### src/rtl/converter_telemetry_uart.sv
// rtl/converter_telemetry_uart.sv - buffers converter samples and sends them as 3-byte UART frames
// Frame is HEADER, sample, HEADER^sample; 8N1, LSB first, CLK_DIV clocks per bit.
module converter_telemetry_uart #(
   parameter int          CLK_DIV    = 868,
   parameter int          FIFO_DEPTH = 4,
   parameter logic [7:0]  HEADER     = 8'hA5
) (
   input  logic       clk,
   input  logic       rst,
   input  logic       sample_valid,
   input  logic [7:0] sample_data,
   input  logic       clear_overflow,
   output logic       tx,
   output logic       busy,
   output logic [4:0] fifo_count,
   output logic       overflow
);

   localparam int PW = (FIFO_DEPTH > 1) ? $clog2(FIFO_DEPTH) : 1;
   localparam int TW = (CLK_DIV > 1) ? $clog2(CLK_DIV) : 1;

   typedef enum logic [2:0] {IDLE, LOAD, START, DATA, STOP} state_t;

   logic [7:0]    mem_q [FIFO_DEPTH];
   logic [PW-1:0] wr_ptr_q, rd_ptr_q;
   logic [4:0]    count_q, count_d;
   logic          overflow_q, overflow_d;
   logic          full, push, pop;

   state_t        state_q;
   logic [TW-1:0] timer_q;
   logic [2:0]    bit_q;
   logic [1:0]    byte_q;
   logic [7:0]    shift_q, samp_q, cksum_q;
   logic          tx_q, busy_q;
   logic          bit_end;

   // A full FIFO drops the sample even if LOAD frees a slot in the same cycle.
   assign full    = (count_q == 5'(FIFO_DEPTH));
   assign push    = sample_valid && !full;
   assign pop     = (state_q == LOAD);
   assign bit_end = (timer_q == TW'(CLK_DIV - 1));

   always_comb begin
      count_d    = count_q + 5'(push) - 5'(pop);
      overflow_d = overflow_q;
      if (sample_valid && full) begin
         overflow_d = 1'b1;
      end else if (clear_overflow) begin
         overflow_d = 1'b0;
      end
   end

   always_ff @(posedge clk) begin
      if (push) begin
         mem_q[wr_ptr_q] <= sample_data;
      end
   end

   always_ff @(posedge clk or posedge rst) begin
      if (rst) begin
         wr_ptr_q   <= '0;
         rd_ptr_q   <= '0;
         count_q    <= '0;
         overflow_q <= 1'b0;
      end else begin
         if (push) wr_ptr_q <= wr_ptr_q + PW'(1);
         if (pop)  rd_ptr_q <= rd_ptr_q + PW'(1);
         count_q    <= count_d;
         overflow_q <= overflow_d;
      end
   end

   always_ff @(posedge clk or posedge rst) begin
      if (rst) begin
         state_q <= IDLE;
         timer_q <= '0;
         bit_q   <= '0;
         byte_q  <= '0;
         shift_q <= '0;
         samp_q  <= '0;
         cksum_q <= '0;
         tx_q    <= 1'b1;
         busy_q  <= 1'b0;
      end else begin
         case (state_q)
            IDLE: begin
               tx_q   <= 1'b1;
               busy_q <= 1'b0;
               if (count_q != 5'd0) begin
                  state_q <= LOAD;
                  busy_q  <= 1'b1;
               end
            end
            LOAD: begin
               samp_q  <= mem_q[rd_ptr_q];
               cksum_q <= HEADER ^ mem_q[rd_ptr_q];
               shift_q <= HEADER;
               byte_q  <= 2'd0;
               timer_q <= '0;
               tx_q    <= 1'b0;
               state_q <= START;
            end
            START: begin
               timer_q <= bit_end ? '0 : timer_q + TW'(1);
               if (bit_end) begin
                  tx_q    <= shift_q[0];
                  shift_q <= shift_q >> 1;
                  bit_q   <= 3'd0;
                  state_q <= DATA;
               end
            end
            DATA: begin
               timer_q <= bit_end ? '0 : timer_q + TW'(1);
               if (bit_end) begin
                  if (bit_q == 3'd7) begin
                     tx_q    <= 1'b1;
                     state_q <= STOP;
                  end else begin
                     tx_q    <= shift_q[0];
                     shift_q <= shift_q >> 1;
                     bit_q   <= bit_q + 3'd1;
                  end
               end
            end
            STOP: begin
               timer_q <= bit_end ? '0 : timer_q + TW'(1);
               if (bit_end) begin
                  if (byte_q < 2'd2) begin
                     byte_q  <= byte_q + 2'd1;
                     shift_q <= (byte_q == 2'd0) ? samp_q : cksum_q;
                     tx_q    <= 1'b0;
                     state_q <= START;
                  end else begin
                     busy_q  <= 1'b0;
                     state_q <= IDLE;
                  end
               end
            end
            default: begin
               state_q <= IDLE;
               tx_q    <= 1'b1;
               busy_q  <= 1'b0;
            end
         endcase
      end
   end

   assign tx         = tx_q;
   assign busy       = busy_q;
   assign fifo_count = count_q;
   assign overflow   = overflow_q;

endmodule

### config.mk
export PLATFORM = sky130hd
export DESIGN_NAME = converter_telemetry_uart
export DESIGN_NICKNAME = d
export VERILOG_FILES = /design/src/rtl/converter_telemetry_uart.sv
export SDC_FILE = /design/constraint.sdc
export NUM_CORES = 1
export LEC_CHECK = 0
export CORE_MARGIN = 1
export CORE_UTILIZATION = 60
export CTS_BUF_LIST = sky130_fd_sc_hd__clkbuf_2 sky130_fd_sc_hd__clkbuf_4 sky130_fd_sc_hd__clkbuf_8
export DETAILED_ROUTE_END_ITERATION = 7
export PLACE_DENSITY_LB_ADDON = 0.25
export SKIP_LAST_GASP = 1
export SLEW_MARGIN = 40
export SYNTH_ARGS = -nofsm -noshare
export SYNTH_HDL_FRONTEND = slang
export SYNTH_SLANG_ARGS = --single-unit
### constraint.sdc
create_clock -name clk -period 3.14 [get_ports clk]
set_input_delay 0.628 -clock clk [delete_from_list [all_inputs] [get_ports clk]]
set_output_delay 0.628 -clock clk [all_outputs]
set_load 0.02 [all_outputs]
==> results.json <==
{
  "synth-async-reset-ratio": 0.6098,
  "arrival_ns": 2.84,
  "synthFlopType": "dfrtp_1",
  "die_x_um": 81.16,
  "die_area_mm2": 0.006587,
  "synthAdderAreaFrac": 0.05191,
  "timing.fmax_mhz": 392.5,
  "worstMarginPinSlew_ns": 0.5786,
  "numClockSinks": 82,
  "gr-total-overflow": 0,
  "post-cts-setup-buffer-count": 0,
  "cp_max_fo": 12,
  "p_leak_uw": 0.001780,
  "end_kind": "flip-flop",
  "dp.cells": 384,
  "layout.cells.non_filler": 400,
  "row_count": 28,
  "die_y_um": 81.16,
  "crit_type": "reg2reg",
  "drc_errors": 0,
  "grt_pass1_wl_um": 10900,
  "ys_types": 53,
  "ctsResizeCount": 0,
  "grt_pass1_vias": 2307,
  "power.density_mw_per_mm2": 617.2,
  "synth_simple_gate_area_frac": 0.1201,
  "root_buffer": "clkbuf_8",
  "synth_area_leaders": "dfrtp_1, edfxtp_1, mux4_2",
  "antenna_found_initial": 0,
  "postCtsHoldBufs": 0,
  "place.detailed.hpwl_um": 4376,
  "fin_crit_sh": 0.8114,
  "startpoint_type": "flip-flop",
  "antenna_left": 0,
  "layout_common_cells": "dfrtp_1, nand2_1, edfxtp_1",
  "hold_path_class": "reg2reg",
  "pin_count": 20,
  "slew_headroom": 0.6143,
  "portBuffers": 19,
  "route.vias.total": 2321,
  "syn_avg_cell_area_um2": 12.75,
  "cts-buffers-inserted": 9,
  "ys_seq_area_frac": 0.5887,
  "setup_viol": 0,
  "cts_tree": "done",
  "fin_tns_setup_ns": 0,
  "vias_per_cell": 5.803,
  "clk_pin_slew_worst_paths_ns": 0.10,
  "wirelength_um": 6425,
  "grt_start_max_net_pins": 26,
  "drv_slew": 0,
  "antennaDiodeCount": 0,
  "synth_compound_gate_area_share": 0.09052,
  "synth_top_family_by_area": "simple AND/OR/NAND/NOR gates",
  "synthMuxAreaShare": 0.08819,
  "synth-edff-count": 32,
  "cts.path.max_buffers": 2,
  "first_iter_violations": 190,
  "vdd_drop_max_mv": 0.5713,
  "cap_violations": 0,
  "design.core.area_mm2": 0.005991,
  "layout-drive-gt1-share": 0.1477,
  "finalWeightedCongestion": 0.8328,
  "synth_xor_area_frac": 0.02562,
  "final_common_cell": "dfrtp_1",
  "nets": 347,
  "whs_ns": 0.4792,
  "syn_nets": 322,
  "yosysWarningCount": 0,
  "syn-instance-count": 295,
  "hold_viol_final": 0,
  "post-route-min-period_ns": 2.548,
  "htree_levels": 3,
  "rsz0062_at_grt": "false",
  "dr.pass1.iters": 5,
  "synth_largest_area_cell": "dfrtp_1",
  "skew_ns": 0.01019,
  "grt_util_all_layers": 0.2267,
  "synth_area_mm2": 0.003760,
  "outcome": "finished clean",
  "initial_core_util": 0.6276,
  "wl_per_cell_um": 16.06,
  "ys_seq_elements": 82,
  "crit_required_ns": 3.43,
  "syn2layout_area_growth_pct": 12.68,
  "yosysTopAreaCellShare": 0.3261,
  "clk_latency_ns": 0.36
}
kinds of logic (layout without fill, tap and decap cells):
kind of cell | after synthesis | after routing
flops | 82 | 82
fa+ha+maj | 15 | 15
xor+xnor | 11 | 11
mux | 22 | 22
buf+inv | 30 | 60
simple gates | 89 | 89
compound gates | 46 | 46
critical path, stage by stage, from the launching register on:
cell and delay [ns]:
dfrtp_1 0.55, nor2b_1 0.25, nand2b_1 0.08, buf_4 0.18
inv_1 0.10, ha_1 0.23, inv_1 0.06, ha_1 0.15
inv_1 0.06, fa_1 0.40, inv_1 0.08, a21oi_1 0.05
o21bai_1 0.15, xnor2_1 0.13
report_power, final:
group / internal [uW] / switching (uW)
clock network: 318 / 451
registers: 1260 / 69.9
logic: 237 / 277
layout make-up:
cell class                      count  area, um2
Clock buffer                        9      123.9
Clock inverter                      7      76.32
Fill cell                         421       1754
Inverter                           17      63.81
Multi-Input combinational cell    183       1415
Sequential cell                    82       2213
Tap cell                           75      93.84
Timing Repair Buffer               27      250.2
metrics by stage:
| step | power, uW | worst slack [ns] | utilization | instance area [um2] |
|---|---|---|---|---|
| after floorplan | 1679 | 0.6253 | - | 3760 |
| after global placement | 1841 | 0.3851 | 0.6738 | 4036 |
| after detailed placement | 1868 | 0.3170 | 0.6738 | 4036 |
| after CTS | 2637 | 0.5972 | 0.7072 | 4237 |
| after global routing | 2741 | 0.3644 | 0.7072 | 4237 |
| final | 2615 | 0.5923 | 0.7072 | 4237 |
path summary, 6_finish.rpt:
path	start	endpoint	slack [ns]	cells after the start
max reg2reg	state_q[0]$_DFFE_PP0P_	fifo_count[4]$_DFF_PP0_	0.59	13
min reg2reg	byte_q[0]$_DFFE_PP0P_	byte_q[0]$_DFFE_PP0P_	0.48	1
min in group asynchronous	rst	wr_ptr_q[1]$_DFFE_PP0P_	0.61	2
min	byte_q[0]$_DFFE_PP0P_	byte_q[0]$_DFFE_PP0P_	0.48	1
max	state_q[0]$_DFFE_PP0P_	fifo_count[4]$_DFF_PP0_	0.59	13
max in group asynchronous	rst	tx$_DFFE_PP1P_	1.86	3
synth_stat cells, types with 2 or more instances:
library cell / number
dfrtp_1: 49
nand2_1: 41
edfxtp_1: 32
inv_1: 17
ha_1: 14
mux2_2: 9
o21ai_0: 9
mux4_2: 8
nand3_1: 7
a22o_1: 6
and2_1: 6
nand4_1: 6
nor2_1: 6
xor2_1: 6
a21oi_1: 5
clkbuf_1: 5
mux2i_1: 5
o211ai_1: 5
xnor2_1: 5
o21a_1: 4
buf_2: 3
nand2b_1: 3
nor2b_1: 3
nor3_1: 3
or3_1: 3
a211o_1: 2
a2bb2oi_1: 2
and3_1: 2
buf_1: 2
buf_4: 2
nor4_1: 2
o21bai_1: 2
metal layers:
| metal | routed length [um] | share of wire | global-route usage |
|---|---|---|---|
| met4 | 104 | 0.016 | 0.1054 |
| met5 | 0 | 0 | 0 |
| met3 | 167 | 0.026 | 0.04719 |
| met1 | 3063 | 0.48 | 0.3131 |
| met2 | 3090 | 0.48 | 0.3454 |
sequential cells by signal, summed over array words and instances, names as in the netlist:
register,flops
tx,1
bit_q,3
byte_q,2
state_q,3
busy,1
samp_q,8
timer_q,10
fifo_count,5
wr_ptr_q,2
shift_q,8
overflow,1
cksum_q,4
rd_ptr_q,2
mem_q,32
Power figures use the tool's default switching activity.
